**src/rtl/RV32i_pkg.sv**
```systemverilog
// Shared RV32I encodings, select codes and the pipelined control bundle type.
package RV32i_pkg;

  localparam logic [2:0] SEL_PC_PLUS_4 = 3'd0;
  localparam logic [2:0] SEL_PC_BRANCH = 3'd1;
  localparam logic [2:0] SEL_PC_JAL    = 3'd2;
  localparam logic [2:0] SEL_PC_JALR   = 3'd3;

  localparam logic [1:0] SEL_OP1_RS1  = 2'd0;
  localparam logic [1:0] SEL_OP1_PC   = 2'd1;
  localparam logic [1:0] SEL_OP1_ZERO = 2'd2;

  localparam logic SEL_OP2_RS2 = 1'b0;
  localparam logic SEL_OP2_IMM = 1'b1;

  localparam logic [2:0] IMM_I = 3'd0;
  localparam logic [2:0] IMM_S = 3'd1;
  localparam logic [2:0] IMM_B = 3'd2;
  localparam logic [2:0] IMM_U = 3'd3;
  localparam logic [2:0] IMM_J = 3'd4;

  localparam logic [1:0] SEL_WB_ALU       = 2'd0;
  localparam logic [1:0] SEL_WB_MEM       = 2'd1;
  localparam logic [1:0] SEL_WB_PC_PLUS_4 = 2'd2;

  localparam logic [3:0] ALU_ADD  = 4'd0;
  localparam logic [3:0] ALU_SUB  = 4'd1;
  localparam logic [3:0] ALU_SLL  = 4'd2;
  localparam logic [3:0] ALU_SLT  = 4'd3;
  localparam logic [3:0] ALU_SLTU = 4'd4;
  localparam logic [3:0] ALU_XOR  = 4'd5;
  localparam logic [3:0] ALU_SRL  = 4'd6;
  localparam logic [3:0] ALU_SRA  = 4'd7;
  localparam logic [3:0] ALU_OR   = 4'd8;
  localparam logic [3:0] ALU_AND  = 4'd9;

  localparam logic [6:0] OPC_LUI    = 7'b0110111;
  localparam logic [6:0] OPC_AUIPC  = 7'b0010111;
  localparam logic [6:0] OPC_JAL    = 7'b1101111;
  localparam logic [6:0] OPC_JALR   = 7'b1100111;
  localparam logic [6:0] OPC_BRANCH = 7'b1100011;
  localparam logic [6:0] OPC_LOAD   = 7'b0000011;
  localparam logic [6:0] OPC_STORE  = 7'b0100011;
  localparam logic [6:0] OPC_OP_IMM = 7'b0010011;
  localparam logic [6:0] OPC_OP     = 7'b0110011;

  typedef struct packed {
    logic [3:0] alu_control;
    logic [1:0] alu_src1;
    logic       alu_src2;
    logic [2:0] imm_gen_sel;
    logic [1:0] wb_sel;
    logic       reg_we;
    logic       mem_we;
    logic       branch;
    logic       jump;
    logic       jalr;
    logic       use_rs1;
    logic       use_rs2;
    logic [4:0] rd;
    logic [4:0] rs1;
    logic [4:0] rs2;
    logic [2:0] func3;
  } ctrl_t;

  // All-zero bundle doubles as the NOP: ALU ADD, write-back ALU, no side effects.
  localparam ctrl_t CTRL_NOP = '0;

endpackage

```
**src/rtl/rv32i_decoder.sv**
```systemverilog
// Pure combinational RV32I instruction to control-bundle decoder.
module rv32i_decoder
  import RV32i_pkg::*;
(
  input  logic [31:0] instruction_i,
  output ctrl_t       ctrl_o
);

  logic [6:0] opcode;
  logic [2:0] func3;
  logic       alt;
  logic [3:0] alu_func;
  ctrl_t      ctrl;
  logic       unused_bits;

  assign opcode      = instruction_i[6:0];
  assign func3       = instruction_i[14:12];
  assign alt         = instruction_i[30];
  assign unused_bits = ^{instruction_i[31], instruction_i[29:25]};

  always_comb begin
    unique case (func3)
      3'b000:  alu_func = ALU_ADD;
      3'b001:  alu_func = ALU_SLL;
      3'b010:  alu_func = ALU_SLT;
      3'b011:  alu_func = ALU_SLTU;
      3'b100:  alu_func = ALU_XOR;
      3'b101:  alu_func = alt ? ALU_SRA : ALU_SRL;
      3'b110:  alu_func = ALU_OR;
      default: alu_func = ALU_AND;
    endcase
  end

  always_comb begin
    ctrl       = CTRL_NOP;
    ctrl.rd    = instruction_i[11:7];
    ctrl.rs1   = instruction_i[19:15];
    ctrl.rs2   = instruction_i[24:20];
    ctrl.func3 = func3;
    case (opcode)
      OPC_OP: begin
        ctrl.alu_control = (func3 == 3'b000 && alt) ? ALU_SUB : alu_func;
        ctrl.reg_we      = 1'b1;
        ctrl.use_rs1     = 1'b1;
        ctrl.use_rs2     = 1'b1;
      end
      OPC_OP_IMM: begin
        ctrl.alu_control = alu_func;
        ctrl.alu_src2    = SEL_OP2_IMM;
        ctrl.imm_gen_sel = IMM_I;
        ctrl.reg_we      = 1'b1;
        ctrl.use_rs1     = 1'b1;
      end
      OPC_LOAD: begin
        ctrl.alu_src2    = SEL_OP2_IMM;
        ctrl.imm_gen_sel = IMM_I;
        ctrl.wb_sel      = SEL_WB_MEM;
        ctrl.reg_we      = 1'b1;
        ctrl.use_rs1     = 1'b1;
      end
      OPC_STORE: begin
        ctrl.alu_src2    = SEL_OP2_IMM;
        ctrl.imm_gen_sel = IMM_S;
        ctrl.mem_we      = 1'b1;
        ctrl.use_rs1     = 1'b1;
        ctrl.use_rs2     = 1'b1;
      end
      OPC_BRANCH: begin
        ctrl.alu_control = (func3[2:1] == 2'b00) ? ALU_SUB :
                           (func3[2:1] == 2'b10) ? ALU_SLT : ALU_SLTU;
        ctrl.imm_gen_sel = IMM_B;
        ctrl.branch      = 1'b1;
        ctrl.use_rs1     = 1'b1;
        ctrl.use_rs2     = 1'b1;
      end
      OPC_JAL: begin
        ctrl.imm_gen_sel = IMM_J;
        ctrl.wb_sel      = SEL_WB_PC_PLUS_4;
        ctrl.reg_we      = 1'b1;
        ctrl.jump        = 1'b1;
      end
      OPC_JALR: begin
        ctrl.imm_gen_sel = IMM_I;
        ctrl.wb_sel      = SEL_WB_PC_PLUS_4;
        ctrl.reg_we      = 1'b1;
        ctrl.jalr        = 1'b1;
        ctrl.use_rs1     = 1'b1;
      end
      OPC_LUI: begin
        ctrl.alu_src1    = SEL_OP1_ZERO;
        ctrl.alu_src2    = SEL_OP2_IMM;
        ctrl.imm_gen_sel = IMM_U;
        ctrl.reg_we      = 1'b1;
      end
      OPC_AUIPC: begin
        ctrl.alu_src1    = SEL_OP1_PC;
        ctrl.alu_src2    = SEL_OP2_IMM;
        ctrl.imm_gen_sel = IMM_U;
        ctrl.reg_we      = 1'b1;
      end
      default: ;
    endcase
    // x0 is never written, which also keeps it out of hazard detection.
    if (ctrl.rd == 5'd0) ctrl.reg_we = 1'b0;
  end

  assign ctrl_o = ctrl;

endmodule

```
**src/rtl/rv32i_pipeline_controlpath.sv**
```systemverilog
// Control path for a 4-stage (D/E/M/W) RV32I pipeline: decode, stall-on-hazard, redirects.
module rv32i_pipeline_controlpath
  import RV32i_pkg::*;
(
  input  logic        clk_i,
  input  logic        resetn_i,
  input  logic [31:0] instruction_i,
  input  logic        alu_zero_i,
  input  logic        alu_lt_i,
  output logic        stall_o,
  output logic        fetch_nop_o,
  output logic        dec_nop_o,
  output logic [2:0]  pc_next_sel_o,
  output logic [2:0]  imm_gen_sel_o,
  output logic [1:0]  alu_src1_o,
  output logic        alu_src2_o,
  output logic [3:0]  alu_control_o,
  output logic        dmem_we_o,
  output logic        reg_we_o,
  output logic [4:0]  rd_add_o,
  output logic [1:0]  wb_sel_o
);

  ctrl_t dec;
  ctrl_t e_q, m_q, w_q;
  ctrl_t e_d;
  logic  hazard;
  logic  branch_taken;
  logic  unused_ctrl;

  rv32i_decoder u_decoder (
    .instruction_i (instruction_i),
    .ctrl_o        (dec)
  );

  function automatic logic writes_reg(input ctrl_t c, input logic [4:0] r);
    return c.reg_we && (c.rd == r);
  endfunction

  // No bypass network: any pending write to a source register blocks decode.
  always_comb begin
    hazard = 1'b0;
    if (dec.use_rs1 && dec.rs1 != 5'd0 &&
        (writes_reg(e_q, dec.rs1) || writes_reg(m_q, dec.rs1) || writes_reg(w_q, dec.rs1))) begin
      hazard = 1'b1;
    end
    if (dec.use_rs2 && dec.rs2 != 5'd0 &&
        (writes_reg(e_q, dec.rs2) || writes_reg(m_q, dec.rs2) || writes_reg(w_q, dec.rs2))) begin
      hazard = 1'b1;
    end
  end

  always_comb begin
    branch_taken = 1'b0;
    if (e_q.branch) begin
      case (e_q.func3)
        3'b000:  branch_taken = alu_zero_i;
        3'b001:  branch_taken = !alu_zero_i;
        3'b100,
        3'b110:  branch_taken = alu_lt_i;
        3'b101,
        3'b111:  branch_taken = !alu_lt_i;
        default: branch_taken = 1'b0;
      endcase
    end
  end

  always_comb begin
    pc_next_sel_o = SEL_PC_PLUS_4;
    stall_o       = 1'b0;
    fetch_nop_o   = 1'b0;
    dec_nop_o     = 1'b0;
    if (branch_taken) begin
      pc_next_sel_o = SEL_PC_BRANCH;
      fetch_nop_o   = 1'b1;
      dec_nop_o     = 1'b1;
    end else if (hazard) begin
      stall_o   = 1'b1;
      dec_nop_o = 1'b1;
    end else if (dec.jump) begin
      pc_next_sel_o = SEL_PC_JAL;
      fetch_nop_o   = 1'b1;
    end else if (dec.jalr) begin
      pc_next_sel_o = SEL_PC_JALR;
      fetch_nop_o   = 1'b1;
    end
  end

  assign e_d = dec_nop_o ? CTRL_NOP : dec;

  always_ff @(posedge clk_i or negedge resetn_i) begin
    if (!resetn_i) begin
      e_q <= CTRL_NOP;
      m_q <= CTRL_NOP;
      w_q <= CTRL_NOP;
    end else begin
      e_q <= e_d;
      m_q <= e_q;
      w_q <= m_q;
    end
  end

  assign imm_gen_sel_o = dec.imm_gen_sel;
  assign alu_src1_o    = dec.alu_src1;
  assign alu_src2_o    = dec.alu_src2;
  assign alu_control_o = e_q.alu_control;
  assign dmem_we_o     = m_q.mem_we;
  assign reg_we_o      = w_q.reg_we;
  assign rd_add_o      = w_q.rd;
  assign wb_sel_o      = w_q.wb_sel;

  assign unused_ctrl = ^{e_q, m_q, w_q};

endmodule

```
**config.mk**
```make
export PLATFORM = sky130hd
export DESIGN_NAME = rv32i_pipeline_controlpath
export DESIGN_NICKNAME = d
export VERILOG_FILES = /design/src/rtl/RV32i_pkg.sv /design/src/rtl/rv32i_decoder.sv /design/src/rtl/rv32i_pipeline_controlpath.sv
export SDC_FILE = /design/constraint.sdc
export NUM_CORES = 1
export LEC_CHECK = 0
export ABC_AREA = 0
export CAP_MARGIN = 5
export CORE_ASPECT_RATIO = 0.75
export CORE_MARGIN = 3
export CORE_UTILIZATION = 51
export DETAILED_ROUTE_END_ITERATION = 12
export PLACE_DENSITY = 0.95
export SYNTH_ARGS = -nofsm -noshare
export SYNTH_HDL_FRONTEND = slang
export SYNTH_HIERARCHICAL = 1
export SYNTH_SLANG_ARGS = --single-unit
```
**constraint.sdc**
```tcl
create_clock -name clk_i -period 4.8 [get_ports clk_i]
set_input_delay 0.96 -clock clk_i [delete_from_list [all_inputs] [get_ports clk_i]]
set_output_delay 0.96 -clock clk_i [all_outputs]
set_load 0.01 [all_outputs]
```
* Yosys cells after proc, flatten, opt, wreduce, memory -nomap -nowiden *
Index checks and enable logic that the tools add are counted.
Widths: inputs -> output; s select.

storage, ports and cells
  output and inout bits = 25
  bits of input ports = 36
  bits in registers = 34
  word-level logic and storage cells = 106

operators by class
  reductions and logical operators = 31
  equal/unequal tests = 27
  multiplexer cells = 34

operator list
  operator            number
  $mux 37             1
  $eq 5x5->1          6
  $pmux 4 s7          1
  $eq 3x3->1 const B  7
  $eq 7x6->1 const B  3
  $eq 7x7->1 const B  3
  $mux 1              20
  $eq 7x5->1 const B  2
  $pmux 3 s4          1
  $pmux 4 s3          1
  $logic_and 1x1->1   11
  $reduce_bool 5->1   2
  $mux 2              4
  $mux 4              2
  $pmux 2 s2          2
  $reduce_or 2->1     4
  $eq 7x2->1 const B  1
  $reduce_or 7->1     1
  $eq 3x1->1 const B  2
  $eq 3x2->1 const B  2
  $logic_not 3->1     2
  $reduce_or 6->1     1
  $logic_not 5->1     1
  $reduce_or 5->1     1
  other kinds (7)     11

* Depth between registers and ports, before layout *
  word-level depth = 10
  gate-level depth with buffers = 7
  gate-level depth less buffers = 6

* Cells and area by module *
Netlist, hierarchy kept.

modules (own cells, without submodules)
  module                      area each (µm²)  cells an instance  instances
  rv32i_pipeline_controlpath  1577.8           143                1
  rv32i_decoder               467.9            69                 1

* Least setup slack after synthesis *
Ideal clock, no wire load.

  path kind = input port to output port
  from = in instruction_i[19]
  to = out pc_next_sel_o[1]
  buffers on the path = 2
  data arrival time = 2.370 ns
  path slack = 1.470 ns
  stages on the path = 6
  path through = buf_4 or4_1 o21a_1 o31a_1 buf_2 nor3_1

on the way
  longest elaborated chain between the ends = 9

ends and longest elaborated chain
  what                           line                              RTL
  from (decl)                    rv32i_pipeline_controlpath.sv:7   input logic [31:0] instruction_i,
  $eq 5x5->1                     rv32i_pipeline_controlpath.sv:37  return c.reg_we && (c.rd == r);
  $logic_and 1x1->1              rv32i_pipeline_controlpath.sv:37
  $logic_or 1x1->1 (2 in a row)  rv32i_pipeline_controlpath.sv:44  (writes_reg(e_q, dec.rs1) || writes_reg(m_q, dec.rs1) || writes_reg(w_q, dec.rs1))) begin
  $logic_and 1x1->1 *            rv32i_pipeline_controlpath.sv:43  if (dec.use_rs1 && dec.rs1 != 5'd0 &&
  $mux 1 *                       rv32i_pipeline_controlpath.sv:43
  $mux 1 *                       rv32i_pipeline_controlpath.sv:47  if (dec.use_rs2 && dec.rs2 != 5'd0 &&
  $mux 2 *                       rv32i_pipeline_controlpath.sv:77  end else if (hazard) begin
  $mux 2 *                       rv32i_pipeline_controlpath.sv:73  if (branch_taken) begin
  to (decl)                      rv32i_pipeline_controlpath.sv:13  output logic [2:0] pc_next_sel_o,

Every way passes the cells marked *; elsewhere a longest branch is shown, timed or not.

==> impl_metrics.yaml <==
clock_tree:
  clock_path_buffers: 2
  clock_latency_ns: 0.28
  cts_resized: 0
  cts.clk_slew.worst_paths_ns: 0.07
  ctsHoldBuffers: 0
  h-tree-depth: 2
  tritoncts: "done"
  cts_setup_buffers: 0
  root_buffer: "clkbuf_8"
  clkSinkCount: 34
  cts_buffers: 5
final_layout:
  drive_above_1_share_pct: 7.72
  fin_nets: 281
  diodes: 0
  area_growth_pct: 25.5
  final_cells: 298
  fillCellCount: 294
  fin_util_pct: 68.4
setup_path:
  endpoint_kind: "output pin"
  r2r_end: "alu_control_o[1]"
  cp.required_ns: 3.84
  cp.arrival_ns: 3.34
  critPathMaxStageDelay_ns: 0.49
  reg2reg_from: "rd_add_o[0]"
  critPathMostFrequentCell: "clkdlybuf4s50_1"
  crit_type: "primary input to output pin"
  worst_path_max_delay_cell: "clkdlybuf4s50_1"
  worst_r2r_path_depth: 6
  critPathBufInv: 2
  reg2reg_slack_ns: 2.89
  startpoint_type: "primary input"
  crit_chain: "clkdlybuf4s50_1 > nor2_1 > nand3_1 > a211oi_1 > o21a_1 > o31a_1 > o41ai_4 > clkdlybuf4s50_1"
  path_max_fanout: 6
  cp_top_family: "compound AO/OA/AOI/OAI gates"
die:
  coreArea_um2: 3760
  num_io_pins: 61
  std_cell_rows: 19
  die_w_um: 79.1
  start_util_pct: 54.5
  die-area_um2: 4820
  die_y_um: 60.9
route:
  wirelength_um: 4680
  drtIter0Drc: 90
  ant_nets: 0
  vias: 1675
  firstDrtPassIters: 4
  viasPerCell: 5.62
  wl_per_cell_um: 15.7
  drc: 0
logic_synthesis:
  async_flop_share_pct: 100
  synth_top_area_share_pct: 41.6
  avgSynthCellArea_um2: 9.65
  synth_top_cell_by_area: "dfrtp_1"
  synth_cells: 212
  synth_seq_cells: 34
  synth_flop_cell: "dfrtp_1"
  post-synth-top-count-cell: "dfrtp_1"
  synth_edf_count: 0
  netlist_top_cells_area: "dfrtp_1 (42%), xor2_1 (11%), buf_4 (8.8%), nor3_1 (4.9%), nand2_1 (3.5%)"
  seq_area_frac_synth_pct: 41.6
  yosysWarnings: 6
  yosys-top-cells-count: "dfrtp_1 (34), xor2_1 (26), buf_4 (24), nor3_1 (20), nand2_1 (19)"
  yosys.cell_types.count: 43
  syn_nets: 248
  netlist_area_um2: 2050
pwr:
  p_leak_nw: 1.14
  p_total_uw: 663
  ir_drop_mv: 0.187
  p_per_area_nw_per_um2: 258
sta:
  final.setup.tns_ns: 0
  rsz0062_at_grt: "no"
  hold_viol: 0
  drv_slew: 0
  max_clock_freq_mhz: 232
  setup_viol: 0
  fin_skew_ns: 0.00480
  period_needed_ns: 4.30
  whs_ns: 0.355
  finalCritPeriodShare_pct: 89.6
flow_run:
  maxCapViolCount: 0
global_route:
  antenna_found_initial: 0
  grtUsageTotal_pct: 20.7
  first_global_vias: 1606
  grt_pass1_wl_um: 7590
  grt_max_degree: 35
  grt_remaining_overflow: 0
min_path:
  min_path_cells: 0
  min_to: "wb_sel_o[0]"
  hold_path.class: "flip-flop to flip-flop"
  min_from: "m_q[25]"
place:
  io_buffers: 53
  placedCellCount: 290
  gp_congestion: 0.867
  hpwl_um: 3620
status:
  status: "completed"
## placed cells by master, fill, tap and decap left out, types with 2 or more instances in the layout
master           netlist  layout
nand2b_1               2       2
o31a_1                 3       3
nor2_1                12      12
or4_1                  3       3
o21a_1                 2       2
clkdlybuf4s50_1        0      53
xor2_1                26      26
inv_1                  4       4
nand3b_1               2       2
o21ai_0                5       5
clkinvlp_4             0       2
dfrtp_1               34      34
and3_1                 6       6
and2_1                 2       2
nand3_1                4       4
buf_4                 24       4
clkbuf_8               0       5
xnor2_1                6       6
o31ai_1                3       3
nor3_1                20      20
nand2_1               19      19
nor4_1                 7       7
## sequential cells by signal, indices dropped and copies added, names as in the netlist
register / cells
e_q: 13
m_q: 8
rd_add_o: 5
alu_control_o: 4
wb_sel_o: 2
dmem_we_o: 1
reg_we_o: 1
## per-layer routing
layer	up-vias	share of wire [%]	GRT usage, %
li1	785	-	-
met1	791	44	26.8
met2	89	46	34.4
met3	10	8.6	5.79
met4	0	1.4	6.37
met5	-	0	0
## cell type report
class / count / area [um^2] / area share [%]
flip-flops and latches: 34 / 851 / 33.1
clock buffers: 5 / 68.8 / 2.68
clock inverters: 3 / 45.0 / 1.75
well taps: 52 / 65.1 / 2.53
inverters: 4 / 15.0 / 0.585
multi-input cells: 143 / 962 / 37.5
repair buffers: 57 / 561 / 21.8
## worst max-delay path by stage
stage                 startpoint               end  cells after the start
2_1_floorplan  instruction_i[19]  pc_next_sel_o[1]                      6
3_3_place_gp   instruction_i[21]  pc_next_sel_o[0]                      6
3_5_place_dp   instruction_i[21]  pc_next_sel_o[0]                      6
4_1_cts        instruction_i[21]  pc_next_sel_o[0]                      6
5_1_grt         instruction_i[3]       fetch_nop_o                      8
6_report        instruction_i[3]  pc_next_sel_o[0]                      8
## report_power, final
group / internal [mW] / switching (mW)
combinational: 0.0501 / 0.0453
sequential: 0.296 / 0.00894
clock: 0.154 / 0.108
total: 0.500 / 0.163
## kinds of logic after synthesis
| kind of cell | count (synthesis) | synth area share, % |
|---|---|---|
| XOR/XNOR | 32 | 13.7 |
| AO/OA/AOI/OAI | 24 | 9.85 |
| AND/OR/NAND/NOR | 86 | 23.3 |
| flip-flops | 34 | 41.6 |
| other | 1 | 0.183 |
| buffers and inverters | 35 | 11.4 |
## through the flow
step,worst slack (ns),instance area (um^2)
detailed placement,0.534,2450
global placement,0.576,2450
finish,0.498,2570
CTS,0.520,2570
global route,0.373,2570
floorplan,1.47,2050
Power figures use the tool's default switching activity.
